===== src/rtl/ssm_pkg.sv =====
// Shared definitions for the SSM group scheduler: group sizing helpers,
// counter widths for the default configuration and the FSM state encoding.
package ssm_pkg;

  // Tiles per group for a given group/tile lane split.
  function automatic int calc_tpg(input int n_total, input int n_tile);
    return n_total / n_tile;
  endfunction

  // Counter width able to index n values; never narrower than one bit.
  function automatic int cnt_w(input int n);
    return (n > 1) ? $clog2(n) : 1;
  endfunction

  localparam int TPG_DEF        = calc_tpg(128, 16);
  localparam int TILE_CNT_W_DEF = cnt_w(TPG_DEF);
  localparam int CREDIT_W_DEF   = $clog2(4 + 1);

  typedef enum logic [1:0] {
    ST_IDLE  = 2'd0,
    ST_RUN   = 2'd1,
    ST_DRAIN = 2'd2,
    ST_DONE  = 2'd3
  } state_t;

endpackage


===== src/rtl/ssm_y_fifo.sv =====
// Count-based result FIFO. Data is read from registered storage, so a push
// becomes visible at the head one cycle later. Full/empty are exported;
// the parent decides what an overflow means.
module ssm_y_fifo #(
  parameter int W     = 32,
  parameter int DEPTH = 4
) (
  input  logic         clk,
  input  logic         rstn,
  input  logic         push,
  input  logic         pop,
  input  logic [W-1:0] din,
  output logic [W-1:0] dout,
  output logic         full,
  output logic         empty
);

  localparam int PW   = (DEPTH > 1) ? $clog2(DEPTH) : 1;
  localparam int CNTW = $clog2(DEPTH + 1);

  logic [W-1:0]    mem [DEPTH];
  logic [PW-1:0]   rd_ptr;
  logic [PW-1:0]   wr_ptr;
  logic [CNTW-1:0] count;
  logic            do_push;
  logic            do_pop;

  assign full    = (count == CNTW'(DEPTH));
  assign empty   = (count == '0);
  assign do_pop  = pop & ~empty;
  assign do_push = push & (~full | do_pop);
  assign dout    = mem[rd_ptr];

  // Storage, pointers and occupancy; a simultaneous push/pop when full reuses the slot being vacated.
  always_ff @(posedge clk or negedge rstn) begin
    if (!rstn) begin
      rd_ptr <= '0;
      wr_ptr <= '0;
      count  <= '0;
      for (int i = 0; i < DEPTH; i++) mem[i] <= '0;
    end else begin
      if (do_push) begin
        mem[wr_ptr] <= din;
        wr_ptr      <= (wr_ptr == PW'(DEPTH - 1)) ? '0 : wr_ptr + 1'b1;
      end
      if (do_pop) rd_ptr <= (rd_ptr == PW'(DEPTH - 1)) ? '0 : rd_ptr + 1'b1;
      if (do_push && !do_pop)      count <= count + 1'b1;
      else if (do_pop && !do_push) count <= count - 1'b1;
    end
  end

endmodule


===== src/rtl/ssm_group_sched.sv =====
// Group scheduler and result collector for the SSM block datapath. Issues
// upstream tiles in groups, holds per-group scalars, limits groups in flight
// with credits and collects each group's result into a small FIFO.
module ssm_group_sched
  import ssm_pkg::*;
#(
  parameter int DW         = 16,
  parameter int N_TILE     = 16,
  parameter int N_TOTAL    = 128,
  parameter int FIFO_DEPTH = 4,
  parameter int GRP_W      = 16
) (
  input  logic                 clk,
  input  logic                 rstn,
  input  logic                 start_i,
  input  logic [GRP_W-1:0]     num_groups_i,
  output logic                 busy_o,
  output logic                 done_o,
  output logic                 err_o,
  input  logic                 s_valid_i,
  output logic                 s_ready_o,
  input  logic [DW-1:0]        s_dt_i,
  input  logic [DW-1:0]        s_dA_i,
  input  logic [DW-1:0]        s_x_i,
  input  logic [DW-1:0]        s_D_i,
  input  logic [N_TILE*DW-1:0] s_B_i,
  input  logic [N_TILE*DW-1:0] s_C_i,
  input  logic [N_TILE*DW-1:0] s_hprev_i,
  input  logic                 tile_ready_i,
  output logic                 tile_valid_o,
  output logic [DW-1:0]        dt_o,
  output logic [DW-1:0]        dA_o,
  output logic [DW-1:0]        x_o,
  output logic [DW-1:0]        D_o,
  output logic [N_TILE*DW-1:0] B_tile_o,
  output logic [N_TILE*DW-1:0] C_tile_o,
  output logic [N_TILE*DW-1:0] hprev_tile_o,
  input  logic [DW-1:0]        y_final_i,
  input  logic                 y_final_valid_i,
  output logic                 m_y_valid_o,
  input  logic                 m_y_ready_i,
  output logic [DW-1:0]        m_y_o,
  output logic [GRP_W-1:0]     m_y_idx_o
);

  localparam int TPG = calc_tpg(N_TOTAL, N_TILE);
  localparam int TCW = cnt_w(TPG);
  localparam int CW  = $clog2(FIFO_DEPTH + 1);

  state_t           state_q, state_d;
  logic [GRP_W-1:0] num_groups_q;
  logic [TCW-1:0]   tile_cnt_q;
  logic [GRP_W-1:0] grp_issued_q;
  logic [GRP_W-1:0] grp_recv_q;
  logic [CW-1:0]    credits_q;
  logic             err_q;
  logic             zero_done_q;

  logic s_fire, first_tile, last_tile, last_group, start_ok;
  logic fifo_push, fifo_pop, fifo_full, fifo_empty, res_in_idle, overflow;
  logic [DW+GRP_W-1:0] fifo_dout;

  assign first_tile  = (tile_cnt_q == '0);
  assign last_tile   = (tile_cnt_q == TCW'(TPG - 1));
  assign last_group  = ((grp_issued_q + GRP_W'(1)) == num_groups_q);
  assign start_ok    = (state_q == ST_IDLE) & start_i;
  assign s_ready_o   = (state_q == ST_RUN) & tile_ready_i & (grp_issued_q < num_groups_q)
                     & (~first_tile | (credits_q != '0));
  assign s_fire      = s_valid_i & s_ready_o;
  assign m_y_valid_o = ~fifo_empty;
  assign fifo_pop    = m_y_valid_o & m_y_ready_i;
  assign res_in_idle = y_final_valid_i & (state_q == ST_IDLE);
  assign overflow    = y_final_valid_i & (state_q != ST_IDLE) & fifo_full & ~fifo_pop;
  assign fifo_push   = y_final_valid_i & (state_q != ST_IDLE) & ~overflow;
  assign busy_o      = (state_q == ST_RUN) | (state_q == ST_DRAIN);
  assign done_o      = (state_q == ST_DONE) | zero_done_q;
  assign err_o       = err_q;
  assign m_y_o       = fifo_dout[DW+GRP_W-1:GRP_W];
  assign m_y_idx_o   = fifo_dout[GRP_W-1:0];

  // FSM state register.
  always_ff @(posedge clk or negedge rstn) begin
    if (!rstn) state_q <= ST_IDLE;
    else       state_q <= state_d;
  end

  // Next-state: run until the last tile issues, then drain until every result has left the FIFO.
  always_comb begin
    state_d = state_q;
    case (state_q)
      ST_IDLE:  if (start_ok && num_groups_i != '0) state_d = ST_RUN;
      ST_RUN:   if (s_fire && last_tile && last_group) state_d = ST_DRAIN;
      ST_DRAIN: if (grp_recv_q == num_groups_q && fifo_empty) state_d = ST_DONE;
      ST_DONE:  state_d = ST_IDLE;
      default:  state_d = ST_IDLE;
    endcase
  end

  // Run bookkeeping: tile/group counters, credits and the sticky error (a set beats a clear).
  always_ff @(posedge clk or negedge rstn) begin
    if (!rstn) begin
      num_groups_q <= '0;
      tile_cnt_q   <= '0;
      grp_issued_q <= '0;
      grp_recv_q   <= '0;
      credits_q    <= '0;
      err_q        <= 1'b0;
      zero_done_q  <= 1'b0;
    end else begin
      zero_done_q <= start_ok & (num_groups_i == '0);
      if (start_ok) begin
        err_q <= 1'b0;
        if (num_groups_i != '0) begin
          num_groups_q <= num_groups_i;
          tile_cnt_q   <= '0;
          grp_issued_q <= '0;
          grp_recv_q   <= '0;
          credits_q    <= CW'(FIFO_DEPTH);
        end
      end else begin
        if (s_fire) begin
          tile_cnt_q <= last_tile ? '0 : tile_cnt_q + 1'b1;
          if (last_tile) grp_issued_q <= grp_issued_q + 1'b1;
        end
        if ((s_fire && first_tile) && !fifo_pop)      credits_q <= credits_q - 1'b1;
        else if (fifo_pop && !(s_fire && first_tile)) credits_q <= credits_q + 1'b1;
        if (fifo_push) grp_recv_q <= grp_recv_q + 1'b1;
      end
      if (res_in_idle || overflow) err_q <= 1'b1;
    end
  end

  // Datapath issue register: vectors load every fire, scalars only on a group's first tile.
  always_ff @(posedge clk or negedge rstn) begin
    if (!rstn) begin
      tile_valid_o <= 1'b0;
      dt_o         <= '0;
      dA_o         <= '0;
      x_o          <= '0;
      D_o          <= '0;
      B_tile_o     <= '0;
      C_tile_o     <= '0;
      hprev_tile_o <= '0;
    end else begin
      tile_valid_o <= s_fire;
      if (s_fire) begin
        B_tile_o     <= s_B_i;
        C_tile_o     <= s_C_i;
        hprev_tile_o <= s_hprev_i;
        if (first_tile) begin
          dt_o <= s_dt_i;
          dA_o <= s_dA_i;
          x_o  <= s_x_i;
          D_o  <= s_D_i;
        end
      end
    end
  end

  ssm_y_fifo #(
    .W     (DW + GRP_W),
    .DEPTH (FIFO_DEPTH)
  ) u_y_fifo (
    .clk   (clk),
    .rstn  (rstn),
    .push  (fifo_push),
    .pop   (fifo_pop),
    .din   ({y_final_i, grp_recv_q}),
    .dout  (fifo_dout),
    .full  (fifo_full),
    .empty (fifo_empty)
  );

endmodule


===== config.mk =====
export PLATFORM = sky130hd
export DESIGN_NAME = ssm_group_sched
export DESIGN_NICKNAME = d
export VERILOG_FILES = /design/src/rtl/ssm_pkg.sv /design/src/rtl/ssm_y_fifo.sv /design/src/rtl/ssm_group_sched.sv
export SDC_FILE = /design/constraint.sdc
export NUM_CORES = 2
export LEC_CHECK = 0
export BUFFER_PORTS_ARGS = -buffer_cell sky130_fd_sc_hd__buf_2
export CORE_AREA = 2 2 677 679
export CTS_BUF_LIST = sky130_fd_sc_hd__clkbuf_8
export DETAILED_ROUTE_END_ITERATION = 8
export DIE_AREA = 0 0 679 681
export GPL_TIMING_DRIVEN = 0
export RECOVER_POWER = 25
export SETUP_SLACK_MARGIN = 0.3
export SLEW_MARGIN = 20
export SYNTH_ARGS = -nofsm -noshare
export SYNTH_HDL_FRONTEND = slang
export SYNTH_SLANG_ARGS = --single-unit

===== constraint.sdc =====
create_clock -name clk -period 3.5 [get_ports clk]
set_input_delay 0.175 -clock clk [delete_from_list [all_inputs] [get_ports clk]]
set_output_delay 0.175 -clock clk [all_outputs]
set_load 0.01 [all_outputs]

# After elaboration in Yosys (flattened, before gate mapping)
# Cells that the tools add are included.
[word_totals]
regBits = 1026
inputBits = 871
[op_classes]
n_addsub = 9
n_lt_le_gt_ge = 4
n_eq_ne = 13
n_mux = 30
n_bitwise = 25
reduce_logical = 35
[op_table]
columns = ["cell", "n"]
rows = [
  ["$bwmux W128", 1],
  ["$mux W16", 6],
  ["$mux W32", 3],
  ["$bmux W32 S2", 1],
  ["$demux W32 S2", 1],
  ["$add A16 B1 Y16 const B", 2],
  ["$eq A16 B16 Y1", 2],
  ["$mux W3", 10],
  ["$logic_not A16 Y1", 1],
  ["$lt A16 B16 Y1", 1],
  ["$reduce_bool A16 Y1", 1],
  ["$and A1 B1 Y1", 14],
  ["$reduce_bool A2 Y1", 6],
  ["$logic_and A1 B1 Y1", 10],
  ["$mux W2", 5],
  ["$reduce_and A2 Y1", 5],
  ["$add A3 B1 Y3 const B", 3],
  ["$eq A2 B2 Y1 const B", 4],
  ["$ne A2 B1 Y1 const B", 4],
  ["$pmux W2 S4", 1],
  ["$eq A3 B3 Y1 const B", 2],
  ["$ge A3 B3 Y1 const B", 2],
  ["$logic_not A3 Y1", 2],
  ["$not A2 Y3", 2],
  ["12 further kinds", 27],
]

# Logic depth before layout (Yosys ltp)
[logic_depth]
ltp_word = 12
ltp_mapped = 14
mapped_depth_nobuf = 12

# Hierarchy
# Synthesis repeated with hierarchy kept, for this count alone.
[hier_totals]
hier_cells = 4184
hier_area_um2 = 41168.2
[modules_own_cells]
columns = ["mod", "instances", "cells_each", "area_each_um2", "seq_area_each_um2"]
rows = [
  ["ssm_group_sched", 1, 3835, 35177.5, 22296.4],
  ["ssm_y_fifo", 1, 349, 5990.7, 3378.2],
]

# Worst setup path after synthesis
# OpenSTA, ideal clock, no wires.
[synth_timing]
path_kind = "register -> register"
from = "register state_q[0]"
to = "register u_y_fifo.count[2]"
t_arrival_ns = 2.506
slack_ns = 0.915
path_stages_with_launch = 11
path_buffers = 1
synth_period_minus_slack_ns = 2.585
cell_sequence = "dfrtp_1 -> inv_1 -> ha_1 -> nor3b_1 -> clkbuf_1 -> ha_1 -> inv_1 -> fa_1 -> xor2_1 -> nor2_1 -> xor2_1"
[synth_via]
elab_chain_len = 10
word_cells_on_any_way = 12
classes_between = "mux (1); bitwise (6); reduce/logical (5)"
[synth_lines]
columns = ["item", "line", "rtl"]
rows = [
  ["start: declaration", "ssm_group_sched.sv:50", "state_t state_q, state_d;"],
  ["start signal: assignment", "ssm_group_sched.sv:84", "else state_q <= state_d;"],
  ["$reduce_bool A2 Y1 *", "ssm_group_sched.sv:73, ssm_group_sched.sv:74", ""],
  ["$and A1 B1 Y1 *", "ssm_group_sched.sv:73, ssm_group_sched.sv:74", ""],
  ["$and A1 B1 Y1 (2 in series)", "ssm_group_sched.sv:73", "assign overflow = y_final_valid_i & (state_q != ST_IDLE) & fifo_full & ~fifo_pop;"],
  ["$not A1 Y1", "ssm_group_sched.sv:74", "assign fifo_push = y_final_valid_i & (state_q != ST_IDLE) & ~overflow;"],
  ["$and A1 B1 Y1 *", "ssm_group_sched.sv:74", ""],
  ["$and A1 B1 Y1 *", "ssm_y_fifo.sv:31", "assign do_push = push & (~full | do_pop);"],
  ["named net u_y_fifo.do_push", "ssm_y_fifo.sv:25", "logic do_push;"],
  ["$logic_not A1 Y1", "ssm_y_fifo.sv:48", "else if (do_pop && !do_push) count <= count - 1'b1;"],
  ["$logic_and A1 B1 Y1", "ssm_y_fifo.sv:48", ""],
  ["$reduce_bool A2 Y1 (no source line)", "--", ""],
  ["end signal: assignment", "ssm_y_fifo.sv:47", "if (do_push && !do_pop) count <= count + 1'b1;"],
  ["end signal: assignment", "ssm_y_fifo.sv:48", ""],
  ["end: declaration", "ssm_y_fifo.sv:24", "logic [CNTW-1:0] count;"],
]
# The timed path passes the listed nets; every way through them passes the cells marked *.
# A chain may end at the register's enable or synchronous reset.

# Worst setup path after layout
[layout_timing]
from = "register state_q[0]"
to = "register num_groups_q[12]"
[layout_via]
elab_chain_len = 3
[layout_lines]
columns = ["item", "line", "rtl"]
rows = [
  ["$logic_not A2 Y1", "ssm_group_sched.sv:66", "assign start_ok = (state_q == ST_IDLE) & start_i;"],
  ["$and A1 B1 Y1", "ssm_group_sched.sv:66", ""],
  ["$reduce_and A2 Y1 (no source line)", "--", ""],
  ["end signal: assignment", "ssm_group_sched.sv:114", "num_groups_q <= num_groups_i;"],
  ["end: declaration", "ssm_group_sched.sv:51", "logic [GRP_W-1:0] num_groups_q;"],
]
# No other way between the ends.

==> flow_metrics.tcl <==
set metrics [dict create \
    insertion_delay_ps 1100 \
    ys_seq_elements 1026 \
    grt_setup_unrepaired "yes" \
    grt_usage_pct 17.2 \
    finalNetCount 8717 \
    synth_top_area_share_pct 62.8 \
    grt.overflow.total 0 \
    cts_max_level 4 \
    cts_buffer_depth 4 \
    clock.fmax_mhz 316 \
    dpl.hpwl_mm 344 \
    grtUsageMet1_pct 17.5 \
    antenna_found_initial 279 \
    critical_path_class "flip-flop to flip-flop" \
    yosysUniqueCellTypes 67 \
    core_area_um2 455000 \
    cp_cell_sequence "inv_1 > ha_1 > nand2_1 > a41oi_4 > clkbuf_1 > nand2_1 > dlygate4sd3_1 > o21ai_0" \
    hold_viol_final 0 \
    r2r-start "state_q[0]" \
    async_reset_ff_share_pct 100 \
    slowest_delay_ps 590 \
    slew-limit-headroom_pct 6.10 \
    syn_area_um2 40900 \
    synth_commonest_cells "nand2_1, dfrtp_1, mux2_2" \
    synthAdderAreaFrac_pct 1.05 \
    die_y_um 681 \
    drc 0 \
    worstMarginPinSlew_ps 1410 \
    synth_area_leaders "dfrtp_1, nand2_1, mux2_2" \
    ios 1741 \
    synth-warning-count 0 \
    critPathLaunchType "flip-flop" \
    critPathSlowestCell "dlygate4sd3_1" \
    drive_gt1_share_pct 30.9 \
    synth_xor_area_share_pct 1.01 \
    post-route-period-util_pct 90.3 \
    worstHoldPathType "primary input to flip-flop" \
    busiest_layer "met2" \
    power_leakage_nw 39.2 \
    place.gp.congestion 1.09 \
    p_per_area_nw_per_um2 764 \
    postRouteAntennaNets 0 \
    drv_cap 0 \
    filler_cell_count 50853 \
    clock-sinks 1026 \
    skew_ps 206 \
    dr.pass1.iters 6 \
    syn_inst 4211 \
    crit_arrival_ps 4170 \
    routed_wl_mm 414 \
    die_w_um 679 \
    layout_min_cycle_time_ps 3160 \
    die-area_um2 462000 \
    grtUsageMet3_pct 6.46 \
    grt_pass1_vias 48186 \
    synth-compound-area-share_pct 1.96 \
    worstPathRequired_ps 4500 \
    io_buffers 1740 \
    grt_max_degree 133 \
    total_power_mw 60.6 \
    synthFlopType "dfrtp_1" \
    first_iter_violations 3620 \
    irDropWorstVdd_v 0.000653 \
    status "complete, no violations" \
    avgRoutedWirePerCell_um 29.3 \
    holdWs_ps 111 \
    cts_buffers 205 \
    start_util_pct 8.99 \
    end_kind "flip-flop" \
    synth_edf_count 0 \
    vias 48078 \
    syn-num-nets 5115 \
    cp_common_cell "nand2_1" \
    area_growth_pct 94.2 \
    rows 248 \
    clkTransAtPathRegs_ps 70 \
    cp-startpoint "state_q[0]" \
    finish.utilization_pct 17.5 \
    grt_pass1_wl_mm 514 \
    syn_area_per_cell_um2 9.71 \
    crit_fanout 10 \
    cts-root-buf "clkbuf_8" \
    ys_seq_area_share_pct 62.8 \
    synth_top_family_by_area "simple AND/OR/NAND/NOR gates" \
    synth.most_common_cell "nand2_1" \
    synth_top_area_cell "dfrtp_1" \
    slew_viol_final 0 \
    cts_tree "yes" \
    synth-simple-area-share_pct 23.6 \
    synthMuxAreaShare_pct 7.15 \
    setup_viol 0 \
    hp-start "s_C_i[167]" \
    via_per_inst 3.40 \
    grt_util_met2_pct 29.2 \
]
-- routing by layer --
| metal | vias up | wire length [µm] |
|---|---|---|
| met2 | 2945 | 198000 |
| met4 | 88 | 35000 |
| met1 | 23211 | 141000 |
| met5 | - | 703 |
| li1 | 20746 | - |
| met3 | 1088 | 39200 |
-- area by class of cell --
type,count,area [µm²],share of cell area (%)
Antenna cell,157,393,0.495
Buffer,228,1390,1.75
Clock buffer,248,3410,4.30
Clock inverter,126,1090,1.37
Inverter,31,143,0.180
Multi-Input combinational cell,2926,14400,18.1
Sequential cell,1026,25700,32.4
Tap cell,6000,7510,9.46
Timing Repair Buffer,3395,25400,32.0
-- timing repair --
item	CTS	global route
pin swaps	7	5
gates cloned	3	0
resized for setup	224	100
setup buffers	29	16
hold buffers	1595	1
endpoints found under the hold margin	1366	1
setup endpoints to repair	876	695
-- layout by cell type, fill, tap and decap left out, types with 11 or more instances in the layout --
master	netlist	layout
nand2_1	2354	2337
buf_2	26	1683
dlygate4sd3_1	0	1595
dfrtp_1	1026	1013
clkbuf_8	0	256
mux2_2	191	191
diode_2	0	157
clkbuf_1	177	143
inv_1	30	95
clkbuf_2	1	75
buf_4	2	50
o21ai_0	42	39
nor2_1	38	37
mux4_2	32	32
ha_1	31	29
clkbuf_4	0	28
xor2_1	24	24
clkinv_2	0	24
xnor2_1	23	23
a21oi_1	22	21
buf_16	0	16
bufinv_16	0	16
nand3_1	15	15
nand4_1	14	14
nor4_1	15	14
nand2_2	1	14
dfrtp_2	0	13
a31oi_1	11	11
-- flip-flops by register name, summed over array words and instances (netlist names), 2 cells and up --
| register | count |
|---|---|
| x_o | 16 |
| u_y_fifo.mem | 128 |
| u_y_fifo.wr_ptr | 2 |
| dt_o | 16 |
| grp_recv_q | 16 |
| hprev_tile_o | 256 |
| dA_o | 16 |
| C_tile_o | 256 |
| B_tile_o | 256 |
| u_y_fifo.rd_ptr | 2 |
| u_y_fifo.count | 3 |
| D_o | 16 |
| grp_issued_q | 16 |
| state_q | 2 |
| credits_q | 3 |
| tile_cnt_q | 3 |
| num_groups_q | 16 |
-- critical path, delay by kind of cell, from the launching register on --
family | cells | cell delay (ps)
adders and majority gates | 1 | 530
AOI/OAI and AO/OA | 2 | 520
and+or+nand+nor | 2 | 510
DFF | 1 | 430
buffers and inverters | 3 | 1080
-- through the flow --
stage | instances | instance area, µm² | setup WS [ps] | TNS, ps
3_3_place_gp | 11951 | 57100 | -22950 | -
2_1_floorplan | 4211 | 40900 | 915 | 0
4_1_cts | 13963 | 78800 | 303 | 0
3_5_place_dp | 11962 | 57400 | -2920 | -1339760
5_1_grt | 14059 | 79200 | 278 | 0
6_report | 14137 | 79400 | 340 | 0
-- report_power, final --
part           internal (mW)  total [mW]  switching [mW]  leakage, nW
registers               16.9        20.2            3.34         12.9
logic                   8.29        26.3            18.0         23.7
clock network           7.67        14.1            6.40         2.54
total                   32.8        60.6            27.8         39.2
-- final timing paths --
kind,end,slack (ps),cells after the start
worst max register to register,num_groups_q[12],340,8
min in group asynchronous,B_tile_o[233],1050,4
max in group asynchronous,hprev_tile_o[181],560,6
worst max-delay path,num_groups_q[12],340,8
worst min-delay path,C_tile_o[167],110,4
worst min register to register,C_tile_o[223],470,2
-- cell families after synthesis --
| group | after synthesis |
|---|---|
| simple gates | 2495 |
| flops | 1026 |
| xor+xnor | 47 |
| fa+ha+maj | 33 |
| buf+inv | 259 |
| compound gates | 123 |
| mux | 228 |
Note: power is estimated with default switching activity, not from simulation.
